<file path="src/rtl/mem_loader_if.sv">
// Host command/response streams plus the cpu external-memory ports, all driven by mem_loader.
// master = loader side, slave = host and cpu side.
interface mem_loader_if;
    logic        cmd_valid;
    logic        cmd_ready;
    logic [31:0] cmd_data;
    logic        rsp_valid;
    logic        rsp_ready;
    logic [31:0] rsp_data;
    logic        busy;
    logic        cpu_enable;
    logic [31:0] addr_ext;
    logic [31:0] wdata_ext;
    logic        wen_ext;
    logic        ren_ext;
    logic [31:0] addr_ext_2;
    logic [31:0] wdata_ext_2;
    logic        wen_ext_2;
    logic        ren_ext_2;
    logic [31:0] rdata_ext_2;

    modport master (
        input  cmd_valid, cmd_data, rsp_ready, rdata_ext_2,
        output cmd_ready, rsp_valid, rsp_data, busy, cpu_enable,
               addr_ext, wdata_ext, wen_ext, ren_ext,
               addr_ext_2, wdata_ext_2, wen_ext_2, ren_ext_2
    );

    modport slave (
        output cmd_valid, cmd_data, rsp_ready, rdata_ext_2,
        input  cmd_ready, rsp_valid, rsp_data, busy, cpu_enable,
               addr_ext, wdata_ext, wen_ext, ren_ext,
               addr_ext_2, wdata_ext_2, wen_ext_2, ren_ext_2
    );
endinterface

</file>
<file path="src/rtl/mem_loader.sv">
// Loads imem/dmem from a header+payload stream, runs the cpu N cycles, dumps dmem words on rsp (optional MEM_LOADER_CHECKSUM_EN adds a burst-sum word).
// Write strobe 1 cycle after accept; dump >= 3 cycles/word; rsp held until rsp_ready, cmd stalled outside HDR/WR.
module mem_loader #(
    parameter int IMEM_WORDS = 512,
    parameter int DMEM_WORDS = 1024
) (
    input  logic         clk,
    input  logic         arst,
    mem_loader_if.master bus
);

    localparam logic [1:0] OP_WR_IMEM = 2'b00;
    localparam logic [1:0] OP_WR_DMEM = 2'b01;
    localparam logic [1:0] OP_RUN     = 2'b10;
    localparam logic [1:0] OP_DUMP    = 2'b11;

    localparam logic [16:0] IMEM_DEPTH = 17'(IMEM_WORDS);
    localparam logic [16:0] DMEM_DEPTH = 17'(DMEM_WORDS);
    localparam logic [15:0] IMEM_LAST  = 16'(IMEM_WORDS - 1);
    localparam logic [15:0] DMEM_LAST  = 16'(DMEM_WORDS - 1);

    typedef enum logic [2:0] {
        S_HDR,
        S_WR,
        S_RUN,
        S_RD,
        S_CAP,
        S_OUT
`ifdef MEM_LOADER_CHECKSUM_EN
        ,
        S_CSUM
`endif
    } state_t;

    function automatic logic [15:0] wrap_start(input logic [15:0] idx, input logic [16:0] depth);
        return 16'({1'b0, idx} % depth);
    endfunction

    function automatic logic [15:0] wrap_next(input logic [15:0] idx, input logic [15:0] last);
        return (idx == last) ? 16'd0 : idx + 16'd1;
    endfunction

    function automatic logic [31:0] word_addr(input logic [15:0] idx);
        return {14'd0, idx, 2'b00};
    endfunction

    state_t      state_q, state_d;
    logic [1:0]  op_q, op_d;
    logic [13:0] cnt_q, cnt_d;
    // Word index for memory ops; reused as the remaining-cycle counter in RUN.
    logic [15:0] idx_q, idx_d;
    logic        cpu_en_q, cpu_en_d;
    logic        imem_wen_q, imem_wen_d;
    logic [31:0] imem_addr_q, imem_addr_d;
    logic [31:0] imem_wdat_q, imem_wdat_d;
    logic        dmem_wen_q, dmem_wen_d;
    logic        dmem_ren_q, dmem_ren_d;
    logic [31:0] dmem_addr_q, dmem_addr_d;
    logic [31:0] dmem_wdat_q, dmem_wdat_d;
    logic        rsp_vld_q, rsp_vld_d;
    logic [31:0] rsp_dat_q, rsp_dat_d;
`ifdef MEM_LOADER_CHECKSUM_EN
    logic [31:0] sum_q, sum_d;
`endif

    logic [1:0]  hdr_op;
    logic [13:0] hdr_cnt;
    logic [15:0] hdr_idx;
    logic        cmd_rdy;
    logic        cmd_fire;
    logic [15:0] imem_start;
    logic [15:0] dmem_start;
    logic [15:0] wr_last;

    assign hdr_op     = bus.cmd_data[31:30];
    assign hdr_cnt    = bus.cmd_data[29:16];
    assign hdr_idx    = bus.cmd_data[15:0];
    assign imem_start = wrap_start(hdr_idx, IMEM_DEPTH);
    assign dmem_start = wrap_start(hdr_idx, DMEM_DEPTH);
    assign wr_last    = (op_q == OP_WR_IMEM) ? IMEM_LAST : DMEM_LAST;

    // Gated by arst so the host sees not-ready during reset yet ready as soon as it releases.
    assign cmd_rdy  = ~arst & ((state_q == S_HDR) | (state_q == S_WR));
    assign cmd_fire = bus.cmd_valid & cmd_rdy;

    always_comb begin
        state_d     = state_q;
        op_d        = op_q;
        cnt_d       = cnt_q;
        idx_d       = idx_q;
        cpu_en_d    = 1'b0;
        imem_wen_d  = 1'b0;
        imem_addr_d = imem_addr_q;
        imem_wdat_d = imem_wdat_q;
        dmem_wen_d  = 1'b0;
        dmem_ren_d  = 1'b0;
        dmem_addr_d = dmem_addr_q;
        dmem_wdat_d = dmem_wdat_q;
        rsp_vld_d   = rsp_vld_q;
        rsp_dat_d   = rsp_dat_q;
`ifdef MEM_LOADER_CHECKSUM_EN
        sum_d       = sum_q;
`endif

        case (state_q)
            S_HDR: begin
                if (cmd_fire) begin
                    op_d  = hdr_op;
                    cnt_d = hdr_cnt;
`ifdef MEM_LOADER_CHECKSUM_EN
                    sum_d = 32'd0;
`endif
                    case (hdr_op)
                        OP_WR_IMEM: begin
                            idx_d = imem_start;
                            if (hdr_cnt != 14'd0) state_d = S_WR;
                        end
                        OP_WR_DMEM: begin
                            idx_d = dmem_start;
                            if (hdr_cnt != 14'd0) state_d = S_WR;
                        end
                        OP_RUN: begin
                            idx_d = hdr_idx;
                            if (hdr_idx != 16'd0) begin
                                state_d  = S_RUN;
                                cpu_en_d = 1'b1;
                            end
                        end
                        OP_DUMP: begin
                            idx_d = dmem_start;
                            if (hdr_cnt != 14'd0) begin
                                state_d     = S_RD;
                                dmem_ren_d  = 1'b1;
                                dmem_addr_d = word_addr(dmem_start);
                            end
                        end
                    endcase
                end
            end

            S_WR: begin
                if (cmd_fire) begin
                    if (op_q == OP_WR_IMEM) begin
                        imem_wen_d  = 1'b1;
                        imem_addr_d = word_addr(idx_q);
                        imem_wdat_d = bus.cmd_data;
                    end else begin
                        dmem_wen_d  = 1'b1;
                        dmem_addr_d = word_addr(idx_q);
                        dmem_wdat_d = bus.cmd_data;
                    end
                    idx_d = wrap_next(idx_q, wr_last);
                    cnt_d = cnt_q - 14'd1;
`ifdef MEM_LOADER_CHECKSUM_EN
                    sum_d = sum_q + bus.cmd_data;
                    if (cnt_q == 14'd1) begin
                        state_d   = S_CSUM;
                        rsp_vld_d = 1'b1;
                        rsp_dat_d = sum_q + bus.cmd_data;
                    end
`else
                    if (cnt_q == 14'd1) state_d = S_HDR;
`endif
                end
            end

            S_RUN: begin
                if (idx_q == 16'd1) begin
                    state_d = S_HDR;
                end else begin
                    idx_d    = idx_q - 16'd1;
                    cpu_en_d = 1'b1;
                end
            end

            S_RD: begin
                state_d = S_CAP;
                idx_d   = wrap_next(idx_q, DMEM_LAST);
                cnt_d   = cnt_q - 14'd1;
            end

            S_CAP: begin
                rsp_dat_d = bus.rdata_ext_2;
                rsp_vld_d = 1'b1;
                state_d   = S_OUT;
            end

            S_OUT: begin
                if (bus.rsp_ready) begin
                    rsp_vld_d = 1'b0;
                    if (cnt_q != 14'd0) begin
                        state_d     = S_RD;
                        dmem_ren_d  = 1'b1;
                        dmem_addr_d = word_addr(idx_q);
                    end else begin
                        state_d = S_HDR;
                    end
                end
            end

`ifdef MEM_LOADER_CHECKSUM_EN
            S_CSUM: begin
                if (bus.rsp_ready) begin
                    rsp_vld_d = 1'b0;
                    state_d   = S_HDR;
                end
            end
`endif

            default: state_d = S_HDR;
        endcase
    end

    always_ff @(posedge clk or posedge arst) begin
        if (arst) begin
            state_q     <= S_HDR;
            op_q        <= 2'b00;
            cnt_q       <= 14'd0;
            idx_q       <= 16'd0;
            cpu_en_q    <= 1'b0;
            imem_wen_q  <= 1'b0;
            imem_addr_q <= 32'd0;
            imem_wdat_q <= 32'd0;
            dmem_wen_q  <= 1'b0;
            dmem_ren_q  <= 1'b0;
            dmem_addr_q <= 32'd0;
            dmem_wdat_q <= 32'd0;
            rsp_vld_q   <= 1'b0;
            rsp_dat_q   <= 32'd0;
`ifdef MEM_LOADER_CHECKSUM_EN
            sum_q       <= 32'd0;
`endif
        end else begin
            state_q     <= state_d;
            op_q        <= op_d;
            cnt_q       <= cnt_d;
            idx_q       <= idx_d;
            cpu_en_q    <= cpu_en_d;
            imem_wen_q  <= imem_wen_d;
            imem_addr_q <= imem_addr_d;
            imem_wdat_q <= imem_wdat_d;
            dmem_wen_q  <= dmem_wen_d;
            dmem_ren_q  <= dmem_ren_d;
            dmem_addr_q <= dmem_addr_d;
            dmem_wdat_q <= dmem_wdat_d;
            rsp_vld_q   <= rsp_vld_d;
            rsp_dat_q   <= rsp_dat_d;
`ifdef MEM_LOADER_CHECKSUM_EN
            sum_q       <= sum_d;
`endif
        end
    end

    assign bus.cmd_ready   = cmd_rdy;
    assign bus.rsp_valid   = rsp_vld_q;
    assign bus.rsp_data    = rsp_dat_q;
    assign bus.busy        = (state_q != S_HDR);
    assign bus.cpu_enable  = cpu_en_q;
    assign bus.addr_ext    = imem_addr_q;
    assign bus.wdata_ext   = imem_wdat_q;
    assign bus.wen_ext     = imem_wen_q;
    assign bus.ren_ext     = 1'b0;
    assign bus.addr_ext_2  = dmem_addr_q;
    assign bus.wdata_ext_2 = dmem_wdat_q;
    assign bus.wen_ext_2   = dmem_wen_q;
    assign bus.ren_ext_2   = dmem_ren_q;

endmodule

</file>
<file path="src/flat_wrapper.sv">
// flat-port wrapper written by rule: the top's interface ports become plain ports
module mem_loader_flat 
#(
    parameter int IMEM_WORDS = 512,
    parameter int DMEM_WORDS = 1024
)
  (clk, arst, bus_cmd_valid, bus_cmd_data, bus_rsp_ready, bus_rdata_ext_2, bus_cmd_ready, bus_rsp_valid, bus_rsp_data, bus_busy, bus_cpu_enable, bus_addr_ext, bus_wdata_ext, bus_wen_ext, bus_ren_ext, bus_addr_ext_2, bus_wdata_ext_2, bus_wen_ext_2, bus_ren_ext_2);
  mem_loader_if bus_i ();
  input  logic clk;
  input  logic arst;
  input wire logic [$bits(bus_i.cmd_valid)-1:0] bus_cmd_valid;
  input wire logic [$bits(bus_i.cmd_data)-1:0] bus_cmd_data;
  input wire logic [$bits(bus_i.rsp_ready)-1:0] bus_rsp_ready;
  input wire logic [$bits(bus_i.rdata_ext_2)-1:0] bus_rdata_ext_2;
  output wire logic [$bits(bus_i.cmd_ready)-1:0] bus_cmd_ready;
  output wire logic [$bits(bus_i.rsp_valid)-1:0] bus_rsp_valid;
  output wire logic [$bits(bus_i.rsp_data)-1:0] bus_rsp_data;
  output wire logic [$bits(bus_i.busy)-1:0] bus_busy;
  output wire logic [$bits(bus_i.cpu_enable)-1:0] bus_cpu_enable;
  output wire logic [$bits(bus_i.addr_ext)-1:0] bus_addr_ext;
  output wire logic [$bits(bus_i.wdata_ext)-1:0] bus_wdata_ext;
  output wire logic [$bits(bus_i.wen_ext)-1:0] bus_wen_ext;
  output wire logic [$bits(bus_i.ren_ext)-1:0] bus_ren_ext;
  output wire logic [$bits(bus_i.addr_ext_2)-1:0] bus_addr_ext_2;
  output wire logic [$bits(bus_i.wdata_ext_2)-1:0] bus_wdata_ext_2;
  output wire logic [$bits(bus_i.wen_ext_2)-1:0] bus_wen_ext_2;
  output wire logic [$bits(bus_i.ren_ext_2)-1:0] bus_ren_ext_2;
  assign bus_i.cmd_valid = bus_cmd_valid;
  assign bus_i.cmd_data = bus_cmd_data;
  assign bus_i.rsp_ready = bus_rsp_ready;
  assign bus_i.rdata_ext_2 = bus_rdata_ext_2;
  assign bus_cmd_ready = bus_i.cmd_ready;
  assign bus_rsp_valid = bus_i.rsp_valid;
  assign bus_rsp_data = bus_i.rsp_data;
  assign bus_busy = bus_i.busy;
  assign bus_cpu_enable = bus_i.cpu_enable;
  assign bus_addr_ext = bus_i.addr_ext;
  assign bus_wdata_ext = bus_i.wdata_ext;
  assign bus_wen_ext = bus_i.wen_ext;
  assign bus_ren_ext = bus_i.ren_ext;
  assign bus_addr_ext_2 = bus_i.addr_ext_2;
  assign bus_wdata_ext_2 = bus_i.wdata_ext_2;
  assign bus_wen_ext_2 = bus_i.wen_ext_2;
  assign bus_ren_ext_2 = bus_i.ren_ext_2;
  mem_loader #(.IMEM_WORDS(IMEM_WORDS), .DMEM_WORDS(DMEM_WORDS)) u_core (.clk(clk), .arst(arst), .bus(bus_i));
endmodule
</file>
<file path="config.mk">
export PLATFORM = sky130hd
export DESIGN_NAME = mem_loader_flat
export DESIGN_NICKNAME = d
export VERILOG_FILES = /design/src/rtl/mem_loader_if.sv /design/src/rtl/mem_loader.sv /design/src/flat_wrapper.sv
export SDC_FILE = /design/constraint.sdc
export NUM_CORES = 1
export LEC_CHECK = 0
export BUFFER_PORTS_ARGS = -buffer_cell sky130_fd_sc_hd__buf_4
export CORE_MARGIN = 4
export CORE_UTILIZATION = 57
export CTS_CLUSTER_SIZE = 28
export DETAILED_ROUTE_END_ITERATION = 8
export GPL_TIMING_DRIVEN = 0
export PLACE_DENSITY = 0.86
export SLEW_MARGIN = 5
export SYNTH_ARGS = -nofsm -noshare
export SYNTH_HDL_FRONTEND = slang
export SYNTH_SLANG_ARGS = --single-unit
</file>
<file path="constraint.sdc">
create_clock -name clk -period 9.95 [get_ports clk]
set_input_delay 1.4925 -clock clk [delete_from_list [all_inputs] [get_ports clk]]
set_output_delay 1.4925 -clock clk [all_outputs]
set_load 0.02 [all_outputs]
</file>
==> metrics.cfg <==
[run_status]
outcome=complete, no violations

[global_routing]
grt_start_max_net_pins=105
grt_use_total_pct=28.5
grtUsageMet2_pct=47.6
globalRoute.totalOverflow=0
use_met1_pct=35.1
grt_pass1_vias=6868
global_route_wire_length_before_repair_um=36500
grt_most_used_layer=met2
grt.met3_usage_pct=8.67
antenna_violations_before_repair=0

[timing]
worst_slew_pin_slew_ns=0.877
final_worst_path_setup_slack_ns=6.50
finalClockSkew_ns=0.00887
final.period_utilization_pct=34.7
relSlewSlack_pct=41.4
grt_setup_unrepaired=no
report.final.slew_viol_count=0
tmin_final_ns=3.45
report.final.setup_viol=0
finalHoldViolations=0
timing.setup.tns_ns=0
fmax_ghz=0.290

[routing]
drt_pre_antenna_iters=6
detail_route.iter0.violations=779
detail_routed_via_count_per_cell=5.87
detailroute.via_count=6995
detail_route.drc_violations=0
drt_wl_total_um=23500
antenna_violating_nets_post_route=0
routedWlPerCell_um=19.8

[cts]
tritoncts_clock_tree=yes
number_of_buffers_between_clock_root_and_the_deepest_sink=2
cell_at_the_root_of_the_clock_tree=sky130_fd_sc_hd__clkbuf_16
cts_inserted_buffers=17
cts-resized-gates=0
insertion_delay_ns=0.43
cts_hold_buffers=0
htree_num_levels=4
post-cts-setup-buffers=0
cts_num_sinks=168
clk_pin_slew_ns=0.07

[place]
post_detailed_placement_cell_area_sq_mm=0.0101
routabilityCongestion=0.985
portBuffers=202
dp.final_hpwl_um=16900
placement.setup.worst_slack_ns=6.44

[synth]
synth.largest_area_cell=sky130_fd_sc_hd__dfrtp_1
avgSynthCellArea_sq_um=11.1
syn_inst=745
synth_top_cells_by_area=sky130_fd_sc_hd__dfrtp_1 (51%), sky130_fd_sc_hd__mux2_2 (12%), sky130_fd_sc_hd__buf_4 (3.0%), sky130_fd_sc_hd__a21oi_1 (2.1%), sky130_fd_sc_hd__o21ai_0 (2.1%)
synth.most_common_cell=sky130_fd_sc_hd__dfrtp_1
synth.cell_area_sq_mm=0.00824
ys.warnings.count=0
yosysSeqAreaShare_pct=51.0
synth-edff-count=0
synth_top_cells_by_count=sky130_fd_sc_hd__dfrtp_1 (168), sky130_fd_sc_hd__mux2_2 (91), sky130_fd_sc_hd__nand2_1 (45)
synth_ff_type=sky130_fd_sc_hd__dfrtp_1
postSynth.asyncResetShare_pct=100
yosys.cell_types.count=69
synth_seq_cells=168
yosysTopAreaCellShare_pct=51.0

[cells_and_area]
fin_nets=1072
drive_above_1_share_pct=41.7
post-route-cell-area_sq_mm=0.0108
antenna-diode-count=0
flow.area_growth_from_synthesis_pct=30.4

[critical_path]
worstReg2RegEnd=u_core.idx_q[2]$_DFFE_PP0P_
critical_path.max_fanout=3
crit_required_ns=8.46
end_kind=output port
regToRegSetupSlack_ns=7.39
critical_path_class=primary input to output port
critPathLaunchType=primary input
worstReg2RegStart=u_core.idx_q[0]$_DFFE_PP0P_
crit_arrival_ns=1.96
cell_depth_of_the_worst_flop_to_flop_path=8

[min_path]
holdPathEnd=u_core.bus.rsp_valid$_DFFE_PP0P_
min-delay-start=u_core.bus.rsp_valid$_DFFE_PP0P_
holdCritPathClass=flop to flop
hold_path_depth=1

[floorplanning]
io_pins=236
core_region_area_sq_mm=0.0140
row_count=43
die_h_um=128
initial_core_util_pct=58.7
die_width_um=128
die_area_sq_mm=0.0165

[power]
power.leakage_nw=4.95
power_per_cell_area_mw_per_mm2=372
vdd_ir_drop_max_mv=0.248
totalPowerFinal_mw=3.99

[job]
maxCapViolCount=0

per-stage QoR:
stage	util, %	std cells	hold WS, ns
6_report	76.6	1191	0.483
3_5_place_dp	72.2	1160	0.470
4_1_cts	76.6	1191	0.485
2_1_floorplan	-	777	0.471
5_1_grt	76.6	1191	0.500
3_3_place_gp	72.0	1159	0.463
layout by cell type, fill, tap and decap left out, drive strengths merged, types with 3 or more instances in the layout:
cell type / count
a221oi: 4
or3: 7
ha: 5
nor3: 20
nor3b: 4
nor2b: 6
and3: 6
bufinv: 3
o31ai: 3
mux2: 105
o22ai: 9
conb: 33
nor2: 46
dfrtp: 168
nand3: 28
o311ai: 3
clkbuf: 38
nor4: 13
nand2: 45
or2: 3
nand2b: 3
o211ai: 6
mux2i: 10
clkinvlp: 5
o2bb2ai: 3
a21o: 3
buf: 263
xnor2: 10
inv: 25
a21oi: 45
a31oi: 9
o21ai: 43
nand4: 8
cells by family (layout without fill, tap and decap cells):
kind of cell	after synthesis	in the layout	synth area share [%]
adders and majority gates	5	5	0.759
muxes	115	115	15.6
AOI/OAI and AO/OA	151	151	12.5
buffers and inverters	101	335	6.63
other	1	33	0.0455
and+or+nand+nor	192	192	12.2
xor gates and xnor gates	12	12	1.27
DFF	168	168	51.0
how the worst max path moves through the flow:
stage / cells after the start / to / start / slack, ns
2_1_floorplan: 1 / u_core.bus.addr_ext[10]$_DFFE_PP0P_ / arst / 3.91
3_3_place_gp: 2 / u_core.bus.addr_ext[3]$_DFFE_PP0P_ / arst / 2.02
3_5_place_dp: 6 / u_core.bus.wdata_ext[10]$_DFFE_PP0P_ / bus_cmd_valid / 6.44
4_1_cts: 3 / bus_cmd_ready / arst / 6.49
5_1_grt: 3 / bus_cmd_ready / arst / 6.45
6_report: 3 / bus_cmd_ready / arst / 6.50
layer usage:
metal,part of all wire [%],up-vias
met4,2.9,0
met2,50,439
li1,-,3122
met5,0,-
met1,36,3363
met3,11,71
state kept, by name (all words and copies together) (netlist names):
register / cells
u_core.bus.wdata_ext_2: 32
u_core.bus.wen_ext_2: 1
u_core.cnt_q: 14
u_core.state_q: 3
u_core.op_q: 2
u_core.bus.cpu_enable: 1
u_core.bus.ren_ext_2: 1
u_core.bus.addr_ext_2: 16
u_core.bus.wen_ext: 1
u_core.bus.rsp_data: 32
u_core.bus.wdata_ext: 32
u_core.bus.rsp_valid: 1
u_core.bus.addr_ext: 16
u_core.idx_q: 16
report_power, final:
part	internal, mW	switching [mW]	total [mW]
clock	0.403	0.285	0.688
combinational	0.867	1.19	2.06
sequential	1.02	0.227	1.25
final cells by class:
cell class / count / area (sq um)
Buffer: 80 / 468
Tap cell: 180 / 225
Inverter: 21 / 86.3
Clock inverter: 13 / 170
Timing Repair Buffer: 203 / 1540
Multi-Input combinational cell: 508 / 3610
Fill cell: 982 / 3290
Sequential cell: 168 / 4200
Clock buffer: 18 / 439
critical path, stage by stage:
cell and delay, ns:
sky130_fd_sc_hd__buf_4 0.15, sky130_fd_sc_hd__nor3_1 0.14, sky130_fd_sc_hd__buf_4 0.18
Power figures use the tool's default switching activity.
